==> config.mk <==
export PLATFORM = sky130hd
export DESIGN_NAME = vga_fb_read_arbiter_flat
export DESIGN_NICKNAME = d
export VERILOG_FILES = /design/src/rtl/vga_fb_read_arbiter_if.sv /design/src/rtl/vga_fb_read_arbiter.sv /design/src/flat_wrapper.sv
export SDC_FILE = /design/constraint.sdc
export NUM_CORES = 1
export LEC_CHECK = 0
export ABC_AREA = 0
export CAP_MARGIN = 10
export CORE_MARGIN = 4
export CORE_UTILIZATION = 40
export CTS_BUF_LIST = sky130_fd_sc_hd__clkbuf_8
export DETAILED_ROUTE_END_ITERATION = 12
export HOLD_SLACK_MARGIN = 0.12
export PLACE_DENSITY_LB_ADDON = 0.08
export SLEW_MARGIN = 40
export SYNTH_ARGS = -nofsm -noshare
export SYNTH_HDL_FRONTEND = slang
export SYNTH_SLANG_ARGS = --single-unit
==> constraint.sdc <==
create_clock -name VGA_CLK -period 4.6 [get_ports VGA_CLK]
set_input_delay 0.46 -clock VGA_CLK [delete_from_list [all_inputs] [get_ports VGA_CLK]]
set_output_delay 0.46 -clock VGA_CLK [all_outputs]
set_load 0.05 [all_outputs]
==> src/rtl/vga_fb_read_arbiter_if.sv <==
// Shared pixel-RAM bus: RAM strobes, address and data, plus the pixel-writer request/ack pair.
// The arbiter takes the master side; the RAM and the writer sit on the slave side.
interface vga_fb_read_arbiter_if #(
  parameter int ADDR_W = 20
);
  logic [ADDR_W-1:0] MEM_ADDR;
  logic              MEM_RD;
  logic              MEM_WR;
  logic [23:0]       MEM_WDATA;
  logic [23:0]       MEM_RDATA;
  logic              WR_REQ;
  logic [ADDR_W-1:0] WR_ADDR;
  logic [23:0]       WR_DATA;
  logic              WR_ACK;

  modport master (
    output MEM_ADDR, MEM_RD, MEM_WR, MEM_WDATA, WR_ACK,
    input  MEM_RDATA, WR_REQ, WR_ADDR, WR_DATA
  );

  modport slave (
    input  MEM_ADDR, MEM_RD, MEM_WR, MEM_WDATA, WR_ACK,
    output MEM_RDATA, WR_REQ, WR_ADDR, WR_DATA
  );
endinterface

==> src/rtl/vga_fb_read_arbiter.sv <==
// Shares one pixel RAM between display prefetch (into a show-ahead FIFO) and a pixel writer.
// Latency: grant in n, MEM_* in n+1, read data pushed at the end of n+2 (head visible n+3).
// Backpressure: writer holds WR_REQ until WR_ACK; display reads stop once FIFO + in-flight fills it.
module vga_fb_read_arbiter #(
  parameter int ADDR_W     = 20,
  parameter int H_ACT      = 1024,
  parameter int V_ACT      = 768,
  parameter int FIFO_DEPTH = 16,
  parameter int LOW_WM     = 8
) (
  input  logic                        VGA_CLK,
  input  logic                        VGA_RST_N,
  input  logic                        VGA_VSYNC,
  input  logic                        VGA_IF_RGBEN,
  output logic [23:0]                 VGA_BUF_RGB,
  output logic                        UNDERFLOW,
  output logic [$clog2(FIFO_DEPTH):0] FIFO_LEVEL,
  vga_fb_read_arbiter_if.master       bus
);
  localparam int AW = $clog2(FIFO_DEPTH);
  localparam int OW = AW + 2;
  localparam logic [ADDR_W-1:0] LAST_ADDR = ADDR_W'(H_ACT * V_ACT - 1);
  localparam logic [OW-1:0]     LOW_WM_O  = OW'(LOW_WM);
  localparam logic [OW-1:0]     DEPTH_O   = OW'(FIFO_DEPTH);

  typedef enum logic {SYNC_WAIT = 1'b0, RUN = 1'b1} state_t;

  state_t            state_q, state_d;
  logic              vsync_q;
  logic              fsync;
  logic [ADDR_W-1:0] rd_addr;
  logic              rd_ret;
  logic [OW-1:0]     occ;
  logic              gnt_rd, gnt_wr;
  logic              push, pop, fifo_empty;
  logic [AW-1:0]     wr_ptr, rd_ptr;
  logic [23:0]       fifo_mem [FIFO_DEPTH];

  assign fsync = vsync_q && !VGA_VSYNC;
  // In-flight reads are exactly the read strobe on the bus plus the word returning now.
  assign occ   = OW'(FIFO_LEVEL) + OW'(bus.MEM_RD) + OW'(rd_ret);

  always_comb begin
    state_d = state_q;
    gnt_rd  = 1'b0;
    gnt_wr  = 1'b0;
    if (fsync) state_d = RUN;
    if (state_q == RUN && !fsync && occ <= LOW_WM_O) gnt_rd = 1'b1;
    else if (bus.WR_REQ && !bus.WR_ACK)               gnt_wr = 1'b1;
    else if (state_q == RUN && !fsync && occ < DEPTH_O) gnt_rd = 1'b1;
  end

  always_ff @(posedge VGA_CLK or negedge VGA_RST_N) begin
    if (!VGA_RST_N) begin
      state_q       <= SYNC_WAIT;
      vsync_q       <= 1'b0;
      rd_addr       <= '0;
      rd_ret        <= 1'b0;
      UNDERFLOW     <= 1'b0;
      bus.MEM_ADDR  <= '0;
      bus.MEM_RD    <= 1'b0;
      bus.MEM_WR    <= 1'b0;
      bus.MEM_WDATA <= '0;
      bus.WR_ACK    <= 1'b0;
    end else begin
      state_q    <= state_d;
      vsync_q    <= VGA_VSYNC;
      bus.MEM_RD <= gnt_rd;
      bus.MEM_WR <= gnt_wr;
      bus.WR_ACK <= gnt_wr;
      // A read on the bus during the flush cycle returns stale data; drop it.
      rd_ret     <= bus.MEM_RD && !fsync;
      if (gnt_rd) begin
        bus.MEM_ADDR <= rd_addr;
      end else if (gnt_wr) begin
        bus.MEM_ADDR  <= bus.WR_ADDR;
        bus.MEM_WDATA <= bus.WR_DATA;
      end
      if (fsync)       rd_addr <= '0;
      else if (gnt_rd) rd_addr <= (rd_addr == LAST_ADDR) ? '0 : rd_addr + 1'b1;
      if (fsync)                          UNDERFLOW <= 1'b0;
      else if (VGA_IF_RGBEN && fifo_empty) UNDERFLOW <= 1'b1;
    end
  end

  assign fifo_empty  = (FIFO_LEVEL == '0);
  assign pop         = VGA_IF_RGBEN && !fifo_empty;
  assign push        = rd_ret && !fsync;
  assign VGA_BUF_RGB = fifo_empty ? 24'h0 : fifo_mem[rd_ptr];

  always_ff @(posedge VGA_CLK) begin
    if (push) fifo_mem[wr_ptr] <= bus.MEM_RDATA;
  end

  always_ff @(posedge VGA_CLK or negedge VGA_RST_N) begin
    if (!VGA_RST_N) begin
      wr_ptr     <= '0;
      rd_ptr     <= '0;
      FIFO_LEVEL <= '0;
    end else if (fsync) begin
      wr_ptr     <= '0;
      rd_ptr     <= '0;
      FIFO_LEVEL <= '0;
    end else begin
      if (push) wr_ptr <= wr_ptr + 1'b1;
      if (pop)  rd_ptr <= rd_ptr + 1'b1;
      case ({push, pop})
        2'b10:   FIFO_LEVEL <= FIFO_LEVEL + 1'b1;
        2'b01:   FIFO_LEVEL <= FIFO_LEVEL - 1'b1;
        default: FIFO_LEVEL <= FIFO_LEVEL;
      endcase
    end
  end
endmodule
==> src/flat_wrapper.sv <==
// flat-port wrapper written by rule: the top's interface ports become plain ports
module vga_fb_read_arbiter_flat 
#(
  parameter int ADDR_W     = 20,
  parameter int H_ACT      = 1024,
  parameter int V_ACT      = 768,
  parameter int FIFO_DEPTH = 16,
  parameter int LOW_WM     = 8
)
  (VGA_CLK, VGA_RST_N, VGA_VSYNC, VGA_IF_RGBEN, VGA_BUF_RGB, UNDERFLOW, FIFO_LEVEL, bus_MEM_ADDR, bus_MEM_RD, bus_MEM_WR, bus_MEM_WDATA, bus_WR_ACK, bus_MEM_RDATA, bus_WR_REQ, bus_WR_ADDR, bus_WR_DATA);
  vga_fb_read_arbiter_if #(.ADDR_W(ADDR_W)) bus_i ();
  input  logic VGA_CLK;
  input  logic VGA_RST_N;
  input  logic VGA_VSYNC;
  input  logic VGA_IF_RGBEN;
  output logic [23:0] VGA_BUF_RGB;
  output logic UNDERFLOW;
  output logic [$clog2(FIFO_DEPTH):0] FIFO_LEVEL;
  output wire logic [$bits(bus_i.MEM_ADDR)-1:0] bus_MEM_ADDR;
  output wire logic [$bits(bus_i.MEM_RD)-1:0] bus_MEM_RD;
  output wire logic [$bits(bus_i.MEM_WR)-1:0] bus_MEM_WR;
  output wire logic [$bits(bus_i.MEM_WDATA)-1:0] bus_MEM_WDATA;
  output wire logic [$bits(bus_i.WR_ACK)-1:0] bus_WR_ACK;
  input wire logic [$bits(bus_i.MEM_RDATA)-1:0] bus_MEM_RDATA;
  input wire logic [$bits(bus_i.WR_REQ)-1:0] bus_WR_REQ;
  input wire logic [$bits(bus_i.WR_ADDR)-1:0] bus_WR_ADDR;
  input wire logic [$bits(bus_i.WR_DATA)-1:0] bus_WR_DATA;
  assign bus_MEM_ADDR = bus_i.MEM_ADDR;
  assign bus_MEM_RD = bus_i.MEM_RD;
  assign bus_MEM_WR = bus_i.MEM_WR;
  assign bus_MEM_WDATA = bus_i.MEM_WDATA;
  assign bus_WR_ACK = bus_i.WR_ACK;
  assign bus_i.MEM_RDATA = bus_MEM_RDATA;
  assign bus_i.WR_REQ = bus_WR_REQ;
  assign bus_i.WR_ADDR = bus_WR_ADDR;
  assign bus_i.WR_DATA = bus_WR_DATA;
  vga_fb_read_arbiter #(.ADDR_W(ADDR_W), .H_ACT(H_ACT), .V_ACT(V_ACT), .FIFO_DEPTH(FIFO_DEPTH), .LOW_WM(LOW_WM)) u_core (.VGA_CLK(VGA_CLK), .VGA_RST_N(VGA_RST_N), .VGA_VSYNC(VGA_VSYNC), .VGA_IF_RGBEN(VGA_IF_RGBEN), .VGA_BUF_RGB(VGA_BUF_RGB), .UNDERFLOW(UNDERFLOW), .FIFO_LEVEL(FIFO_LEVEL), .bus(bus_i));
endmodule
==> reports/metrics.csv <==
stage,metric,value,unit
timing,RSZ-0062 raised after global routing,false,
layout,"commonest cells after routing, fill and taps aside","edfxtp_1, clkdlybuf4s50_1, mux4_2",
clocking,CTS tree,built,
synth,synth unique cells,55,
drt,final WL,42.5,mm
layout,Seq. cell area,13600,um^2
floorplan,initial core utilization,0.404,
floorplan,IO Count,150,
timing,worst-margin pin slew,0.685,ns
hold_path,Hold Crit Class,input pin to flop,
layout,share of layout cells above drive strength 1,0.235,
flow_run,maxcap violations,0,
synth,sequential share of the synthesized area,0.725,
place,DP Wirelength,24.8,mm
layout,Fillers,3953,
grt,Total GRT Usage,0.170,
drt,DR vias/cell,5.36,
pwr,peak supply drop,0.000372,V
timing,crit path time final,4.12,ns
drt,DRC viols,0,
clocking,clock latency on the worst-skew pair,0.62,ns
worst_setup_path,Worst setup EP type,output pin,
floorplan,num rows,79,
drt,1st-pass router iterations,4,
clocking,H-Tree Depth,3,
pwr,PwrDens,599,nW/um^2
timing,final period utilization,0.896,
timing,Worst Hold Slack,0.372,ns
grt,gr ovfl total,0,
worst_setup_path,CP Launch Type,flop,
drt,total vias in the final route,9850,
layout,"commonest non-fill, non-tap cell in the layout",edfxtp_1,
pwr,Static Leak,7.67,nW
floorplan,core area,46500,um^2
layout,Multi-input gate area,4940,um^2
timing,Hold Fails Final Rpt,0,
synth,Post-Synthesis Cells,953,
clocking,"Hold-fix buffers, CTS",1,
grt,number of global-route vias before repair,10260,
clocking,clk root buf,clkbuf_8,
place,# port buffers,149,
synth,Syn Nets,1039,
worst_setup_path,WS Path Type,flop to output pin,
timing,Setup Total Neg Slack,0,ns
layout,# nets final,1252,
clocking,Clock Sinks,467,
timing,fmax,0.243,GHz
synth,syn_area_per_cell,19.7,um^2
synth,main flop type after synthesis,edfxtp_1,
timing,Clock Skew,0.0154,ns
floorplan,height of the die,225,um
synth,"EDFF count, synth",384,
timing,Max Slew Vio Count,0,
worst_setup_path,worst-path fanout max,35,
clocking,post-cts sizing count,0,
synth,fraction of registers with async set/reset,0.178,
synth,synthesized cell area,18800,um^2
clocking,clock-pin slew on the worst setup and hold paths,0.06,ns
timing,endpoints failing setup,0,
run_status,status,completed,
drt,Routed Antenna Nets,0,
clocking,CTS Buf Count,80,
grt,first-pass GRT wire length,64.9,mm
drt,drt wl/cell,23.2,um
floorplan,die area,50400,um^2
grt,largest net degree at the start of global routing,84,
drt,initial DRC count,756,
worst_setup_path,CP required,4.14,ns
synth,Yosys warning total,0,
synth,register bit total from synthesis,467,
timing,Rel. slew slack,0.543,
clocking,clock buffer depth,3,
place,Routability Congestion,0.717,
grt,initial antenna violation count,1,
floorplan,Die W,225,um
layout,synthesis-to-finish area growth,21.4,%
worst_setup_path,CP arrival,3.66,ns
clocking,"Setup Fix Bufs, Post-CTS",0,
==> final timing paths <==
| check | start | end | slack, ns | depth (start not counted) |
|---|---|---|---|---|
| worst min-delay path | VGA_VSYNC | u_core.vsync_q | 0.37 | 1 |
| worst max register to register | u_core.FIFO_LEVEL[2] | u_core.FIFO_LEVEL[4] | 1.14 | 10 |
| max in group asynchronous | VGA_RST_N | u_core.rd_ptr[1] | 3.60 | 2 |
| worst max-delay path | u_core.rd_ptr[0] | VGA_BUF_RGB[1] | 0.48 | 5 |
| worst min register to register | u_core.bus.MEM_WDATA[10] | u_core.bus.MEM_WDATA[10] | 0.48 | 1 |
| min in group asynchronous | VGA_RST_N | u_core.rd_addr[17] | 0.47 | 2 |
==> synthesized netlist by cell type, types with 8 or more instances <==
cell type,n,area (um^2)
and2_1,24,150
edfxtp_1,384,11500
buf_2,15,75.1
nor3_1,14,70.1
dfrtp_1,83,2080
nor2_1,28,105
mux2_1,20,225
a221o_1,19,190
mux4_2,120,2700
inv_1,14,52.6
nand3_1,11,55.1
nand2_1,21,78.8
clkbuf_1,24,90.1
nor2b_1,28,175
a21oi_1,15,75.1
o31ai_1,11,82.6
ha_1,11,138
nand4_1,8,50.1
==> cell type report <==
| cell class | instances | share of cell area |
|---|---|---|
| Antenna cell | 1 | 0.000110 |
| Sequential cell | 467 | 0.598 |
| Tap cell | 607 | 0.0334 |
| Multi-Input combinational cell | 417 | 0.217 |
| Clock inverter | 60 | 0.0160 |
| Timing Repair Buffer | 185 | 0.0816 |
| Inverter | 15 | 0.00247 |
| Clock buffer | 85 | 0.0514 |
==> sequential cells by signal (all words and copies together) (netlist names) <==
register and cells:
u_core.FIFO_LEVEL 5, u_core.UNDERFLOW 1, u_core.bus.MEM_ADDR 20, u_core.bus.MEM_RD 1
u_core.bus.MEM_WDATA 24, u_core.bus.MEM_WR 1, u_core.fifo_mem 384, u_core.rd_addr 20
u_core.rd_ptr 4, u_core.rd_ret 1, u_core.state_q 1, u_core.vsync_q 1
u_core.wr_ptr 4
==> metal layers <==
layer	global-route usage	vias up	part of all wire
li1	-	4349	-
met1	0.244	5167	0.46
met2	0.267	275	0.47
met3	0.0358	59	0.053
met4	0.0470	0	0.016
met5	0	-	0
==> kinds of logic after synthesis <==
group	count (synthesis)	synth area share
xor+xnor	9	0.00420
mux	150	0.162
simple gates	171	0.0507
fa+ha+maj	13	0.00947
compound gates	74	0.0313
flops	467	0.725
buf+inv	69	0.0173
==> worst max-delay path: stages (launching register included) <==
cell,delay (ns)
dfrtp_4,0.72
buf_12,0.34
mux4_2,0.56
mux4_2,0.47
nor2b_1,0.15
clkdlybuf4s50_1,0.75
==> power by group <==
group | internal (W) | switching, W
registers | 0.00498 | 0.000287
clock network | 0.00194 | 0.00165
logic | 0.00199 | 0.00279
==> metrics by stage <==
| step | power [W] | worst slack (ns) | utilization | std cells | instance area, um^2 |
|---|---|---|---|---|---|
| CTS | 0.0139 | 0.374 | 0.490 | 1836 | 22800 |
| floorplan | 0.00862 | 0.915 | - | 953 | 18800 |
| finish | 0.0136 | 0.481 | 0.490 | 1837 | 22800 |
| global placement | 0.0102 | 1.07 | 0.456 | 1688 | 21200 |
| detailed placement | 0.0102 | 1.06 | 0.457 | 1690 | 21200 |
| global route | 0.0143 | 0.286 | 0.490 | 1837 | 22800 |
(Power assumes the default switching activity.)
